[config.mk]
export PLATFORM = sky130hd
export DESIGN_NAME = uart_tx_cfg
export DESIGN_NICKNAME = d
export VERILOG_FILES = /design/src/rtl/uart_tx_cfg.sv
export SDC_FILE = /design/constraint.sdc
export NUM_CORES = 1
export LEC_CHECK = 0
export CORE_AREA = 5 5 119 65
export CTS_CLUSTER_SIZE = 16
export DETAILED_ROUTE_END_ITERATION = 6
export DIE_AREA = 0 0 124 70
export GPL_TIMING_DRIVEN = 0
export PLACE_DENSITY = 0.65
export SETUP_SLACK_MARGIN = 0.05
export SLEW_MARGIN = 15
export SYNTH_ARGS = -nofsm -noshare
export SYNTH_HDL_FRONTEND = slang
export SYNTH_SLANG_ARGS = --single-unit
[constraint.sdc]
create_clock -name clk -period 3.5 [get_ports clk]
set_input_delay 0.7 -clock clk [delete_from_list [all_inputs] [get_ports clk]]
set_output_delay 0.7 -clock clk [all_outputs]
set_load 0.01 [all_outputs]
[src/rtl/uart_tx_cfg.sv]
// Configurable UART transmitter with a small transmit FIFO.
// Frame format (parity, stop bits) is captured when a character leaves the FIFO.
module uart_tx_cfg #(
    parameter int DATA_BITS  = 8,
    parameter int OVERSAMPLE = 16,
    parameter int FIFO_DEPTH = 4
) (
    input  logic                          clk,
    input  logic                          rst,
    input  logic                          en,
    input  logic [DATA_BITS-1:0]          data,
    input  logic                          wr,
    input  logic [1:0]                    parity_mode,
    input  logic                          two_stop,
    output logic                          tbr,
    output logic                          busy,
    output logic                          overflow,
    output logic [$clog2(FIFO_DEPTH):0]   fifo_count,
    output logic                          TxD
);

    localparam int PTR_W  = $clog2(FIFO_DEPTH);
    localparam int CNT_W  = PTR_W + 1;
    localparam int TICK_W = $clog2(OVERSAMPLE);
    localparam int BIT_W  = $clog2(DATA_BITS);

    typedef enum logic [2:0] {
        S_IDLE,
        S_START,
        S_DATA,
        S_PARITY,
        S_STOP
    } state_t;

    state_t                r_state;
    state_t                w_next;

    logic [DATA_BITS-1:0]  r_mem [FIFO_DEPTH];
    logic [PTR_W-1:0]      r_wptr;
    logic [PTR_W-1:0]      r_rptr;
    logic [CNT_W-1:0]      r_count;
    logic                  r_overflow;

    logic [TICK_W-1:0]     r_tick;
    logic [BIT_W-1:0]      r_bit;
    logic [1:0]            r_pmode;
    logic                  r_two;
    logic [DATA_BITS-1:0]  r_shift;
    logic                  r_par;

    logic                  w_full;
    logic                  w_push;
    logic                  w_pop;
    logic                  w_tick_end;
    logic                  w_last_data;
    logic                  w_last_stop;
    logic                  w_txd;

    function automatic logic parity_bit(input logic [DATA_BITS-1:0] d, input logic [1:0] mode);
        case (mode)
            2'b01:   parity_bit = ^d;
            2'b10:   parity_bit = ~^d;
            default: parity_bit = 1'b1;
        endcase
    endfunction

    assign w_full      = (r_count == CNT_W'(FIFO_DEPTH));
    assign w_push      = wr && !w_full;
    assign w_tick_end  = en && (r_tick == TICK_W'(OVERSAMPLE - 1));
    assign w_last_data = (r_bit == BIT_W'(DATA_BITS - 1));
    // r_bit doubles as the stop-bit index once the data bits are done
    assign w_last_stop = !r_two || (r_bit == BIT_W'(1));

    always_ff @(posedge clk) begin
        if (w_push) begin
            r_mem[r_wptr] <= data;
        end
    end

    always_ff @(posedge clk or posedge rst) begin
        if (rst) begin
            r_wptr     <= '0;
            r_rptr     <= '0;
            r_count    <= '0;
            r_overflow <= 1'b0;
        end else begin
            if (w_push) begin
                r_wptr <= r_wptr + 1'b1;
            end
            if (w_pop) begin
                r_rptr <= r_rptr + 1'b1;
            end
            case ({w_push, w_pop})
                2'b10:   r_count <= r_count + 1'b1;
                2'b01:   r_count <= r_count - 1'b1;
                default: r_count <= r_count;
            endcase
            r_overflow <= wr && w_full;
        end
    end

    always_ff @(posedge clk or posedge rst) begin
        if (rst) begin
            r_state <= S_IDLE;
        end else begin
            r_state <= w_next;
        end
    end

    always_comb begin
        w_next = r_state;
        w_pop  = 1'b0;
        w_txd  = 1'b1;
        case (r_state)
            S_IDLE: begin
                if (r_count != '0) begin
                    w_pop  = 1'b1;
                    w_next = S_START;
                end
            end
            S_START: begin
                w_txd = 1'b0;
                if (w_tick_end) begin
                    w_next = S_DATA;
                end
            end
            S_DATA: begin
                w_txd = r_shift[0];
                if (w_tick_end && w_last_data) begin
                    w_next = (r_pmode != 2'b00) ? S_PARITY : S_STOP;
                end
            end
            S_PARITY: begin
                w_txd = r_par;
                if (w_tick_end) begin
                    w_next = S_STOP;
                end
            end
            S_STOP: begin
                // Back-to-back frames: the next start bit begins on this same edge
                if (w_tick_end && w_last_stop) begin
                    if (r_count != '0) begin
                        w_pop  = 1'b1;
                        w_next = S_START;
                    end else begin
                        w_next = S_IDLE;
                    end
                end
            end
            default: begin
                w_next = S_IDLE;
            end
        endcase
    end

    always_ff @(posedge clk or posedge rst) begin
        if (rst) begin
            r_tick  <= '0;
            r_bit   <= '0;
            r_pmode <= 2'b00;
            r_two   <= 1'b0;
        end else if (w_pop) begin
            r_tick  <= '0;
            r_bit   <= '0;
            r_pmode <= parity_mode;
            r_two   <= two_stop;
        end else if (r_state != S_IDLE && en) begin
            if (w_tick_end) begin
                r_tick <= '0;
                case (r_state)
                    S_DATA:  r_bit <= w_last_data ? '0 : r_bit + 1'b1;
                    S_STOP:  r_bit <= r_bit + 1'b1;
                    default: r_bit <= '0;
                endcase
            end else begin
                r_tick <= r_tick + 1'b1;
            end
        end
    end

    always_ff @(posedge clk) begin
        if (w_pop) begin
            r_shift <= r_mem[r_rptr];
            r_par   <= parity_bit(r_mem[r_rptr], parity_mode);
        end else if (r_state == S_DATA && w_tick_end) begin
            r_shift <= r_shift >> 1;
        end
    end

    assign TxD        = w_txd;
    assign tbr        = !w_full;
    assign busy       = (r_state != S_IDLE) || (r_count != '0);
    assign overflow   = r_overflow;
    assign fifo_count = r_count;

endmodule

==> summary.md, run 1 <==
| Metric | Value |
|---|---|
| Pins Over Slew Limit | 0 |
| Vias per cell | ~5 |
| Root buf cell | clkbuf_16 |
| Placed Cells incl. Taps | around 310 |
| Layout area overhead | 22.25% |
| LEAKAGE | ~1.3 nW |
| Cell chain of the critical path | clkdlybuf4s50_1 > nand4_1 > a21o_1 > a21boi_1 > buf_2 > ha_1 > inv_1 > fa_1 > xor2_1 > nor2_1 > xor2_1 |
| Grt ovf | 0 |
| Max Cap Viol | 0 |
| Largest net degree at the start of global routing | 22 |
| Port Buffers | 21 |
| Htree depth | 3 |
| CTS tree | done |
| Cell count after synthesis | 200 |
| Row count | 21 |
| Setup TNS | 0 ns |
| DR vias | around 1600 |
| Slowest cell on crit path | clkdlybuf4s50_1 |
| Drt wl/cell | 15.22 um |
| DRT antenna net count | 0 |
| Met3 routed WL | approximately 290 um |
| Cell taking the most area after synthesis | edfxtp_1 |
| Synth Register Bits | 62 |
| Layout cells sized above 1 | 17.72% |
| Commonest register cell after synthesis | edfxtp_1 |
| Fin crit period | between 3 and 4 ns |
| Slew HR | 44.25% |
| Wire length on met2 | between 1500 and 2000 um |
| Syn_nets | 227 |
| Peak Freq | 0.3093 GHz |
| Io pins | 22 |
| Power Dens Cells | 789.2 mW/mm^2 |
| DR DRC count | 0 |
| Worst Tran Pin Value | roughly 0.84 ns |
| HP Start | r_tick[3] |
| Sequential fraction of the synthesis area | between 60 and 70% |
| Initial antenna violation count | 0 |
| Path depth of the worst reg2reg path | 11 |
| Num Clock Sinks | 62 |
| CP arrival | about 3.5 ns |
| Total wire length | approximately 5000 um |
| Die ar. | 0.008680 sq mm |
| CP Class | in -> reg |
| CTS buffer count | 9 |
| Status | complete, no violations |
| Post-synth cell types | 36 |
| Slowest stage delay, CP | roughly 0.48 ns |
| Final Hold Fails | 0 |
| First-pass GRT wire length | 8473 um |
| Height of the die | 70 um |
| Yosys top cell area share | 43.44% |
| Warnings, synthesis | 0 |
| Core Box Area | between 0.006 and 0.007 sq mm |
| Post-Layout Cell Count | 329 |
| Worst r2r src | r_tick[0] |
| Min-Delay Path Class | reg -> reg |
| Clk buf depth | 2 |
| DR top layer | met4 |
| Syn Area/Cell | between 10 and 15 sq um |
| Async SR Flop Fraction | 33.87% |
| Top delay family on crit path | buffers and inverters |
| Clk_skew | ~0.0061 ns |
| Fillers | roughly 550 |
| Cell depth of the worst hold path | 1 |
| PostCTS Resize Cnt | 0 |
| Mapped Area | 0.002834 sq mm |
| Drt pass-1 iters | 4 |
| Vias in the first global route | ~1600 |
| Clock latency on the worst-skew pair | between 0.3 and 0.4 ns |
| Metal-1 WL | 2671 um |
| Clock-pin slew on the worst setup and hold paths | 0.06 ns |
| N_diodes | 0 |
| Unrepaired setup endpoints after global routing | no |
| Top post-synthesis cells by area | edfxtp_1 43%, dfrtp_1 19%, mux4_2 6.4% |
| Crit. path cell count | 11 |
| Hold Buf Count CTS | 0 |
| Placer Congestion | ~0.73 |
| DR iter-0 viols | 83 |
| Post-CTS Setup Inserts | 0 |
| Setup-failing EPs final | 0 |
| Post-synth EDFFs | 41 |
| Worst setup EP type | register |
| GRT Util Overall | between 10% and 20% |
| Critical path fanouts, max | 11 |
| Buf+Inv Stages, Crit Path | 3 |
| Req. time, crit path | roughly 3.8 ns |
| CP Launch Type | primary input |
| Critical Path Most Common Cell | xor2_1 |
| Final period util | 92.37% |
| HPWL after detailed placement | between 3000 and 4000 um |
| Peak VDD IR | ~0.00039 V |
| NumNets Final | 259 |
| Critical Path Start | en |
| Die width | 124 um |
| Initial Util | a little over two fifths |
[power breakdown]
group	internal [mW]	switching (mW)
registers	0.987	0.0985
clock network	0.558	0.335
logic	0.366	0.390
[through the flow]
| stage | hold slack [ns] | setup WS (ns) | utilization, % | power, mW | cell area, sq um |
|---|---|---|---|---|---|
| 2_1_floorplan | 0.4483 | 0.8865 | - | 1.627 | 2834 |
| 3_3_place_gp | 0.4784 | -0.002384 | 48.68 | 1.846 | 3159 |
| 3_5_place_dp | 0.4711 | -0.06730 | 48.68 | 1.867 | 3159 |
| 4_1_cts | 0.4848 | 0.2559 | 53.38 | 2.776 | 3465 |
| 5_1_grt | 0.5329 | 0.1173 | 53.38 | 2.913 | 3465 |
| 6_report | 0.4856 | 0.2669 | 53.38 | 2.734 | 3465 |
[state kept, by name, indices dropped and copies added (netlist names)]
| signal | flops |
|---|---|
| r_mem | 32 |
| r_shift | 8 |
| r_tick | 4 |
| fifo_count | 3 |
| r_bit | 3 |
| r_state | 3 |
| r_pmode | 2 |
| r_rptr | 2 |
| r_wptr | 2 |
| overflow | 1 |
| r_par | 1 |
| r_two | 1 |
[final timing paths]
path	slack, ns	endpoint
min in group asynchronous	0.84	overflow
max in group asynchronous	2.14	r_state[2]
min reg2reg	0.49	r_tick[3]
max	0.27	fifo_count[2]
min	0.49	r_tick[3]
max reg2reg	0.53	fifo_count[2]
[cells in the final DEF (no fill, tap or decap), drive strengths merged, types with 5 or more instances in the layout]
| cell type | netlist | routed |
|---|---|---|
| clkdlybuf4s50 | 0 | 21 |
| nand2b | 6 | 6 |
| nor3 | 6 | 6 |
| clkbuf | 3 | 12 |
| nand2 | 10 | 10 |
| a21oi | 5 | 5 |
| edfxtp | 41 | 41 |
| o21ai | 5 | 5 |
| nor2 | 18 | 18 |
| dfrtp | 21 | 21 |
| and3 | 5 | 5 |
| xnor2 | 11 | 11 |
| mux2 | 11 | 11 |
| inv | 12 | 15 |
| mux4 | 8 | 8 |
| ha | 11 | 11 |
[per-layer routing]
metal	track usage (%)	vias up
li1	-	790
met1	19.54	760
met2	16.70	39
met3	5.565	10
met4	6.553	0
met5	0	-
[cell usage after synthesis (2+ instances only)]
master,count
nand2b_1,6
xnor2_1,11
buf_2,3
nand2_1,10
nor2_1,18
clkbuf_1,2
and3_1,5
inv_1,12
mux2_2,10
ha_1,11
edfxtp_1,41
xor2_1,3
nor3_1,6
dfrtp_1,21
mux2i_1,3
o21ai_0,5
a21oi_1,5
mux4_2,8
or2_2,3
[area by class of cell]
type | count | area [sq um] | area share, %
clock buffer | 9 | 225.2 | 6.501
buffer | 7 | 47.55 | 1.372
tap | 92 | 115.1 | 3.322
inverter | 12 | 45.04 | 1.300
sequential | 62 | 1757 | 50.70
timing repair buffer | 21 | 210.2 | 6.067
multi-input combinational | 119 | 984.7 | 28.42
clock inverter | 7 | 80.08 | 2.311
[worst reg2reg max path, stage by stage (launching register included)]
cell and delay (ns):
dfrtp_1 0.38, ha_1 0.20, nand4_1 0.23, a21o_1 0.25, a21boi_1 0.37, buf_2 0.35
ha_1 0.25, inv_1 0.06, fa_1 0.38, xor2_1 0.15, nor2_1 0.11, xor2_1 0.16
[cell families after synthesis]
family	count (synthesis)	share of synthesized area, %
flops	62	61.99
simple gates	52	8.742
mux	22	11.79
compound gates	19	4.327
buf+inv	19	3.267
xor+xnor	14	4.327
fa+ha+maj	12	5.563
(Power assumes the default switching activity.)
==> run 2: changes to the inputs <==
- GPL_ROUTABILITY_DRIVEN: unset -> 0
==> results of run 2 <==
The final DEF is identical to that of run 1; final timing and power are the same.
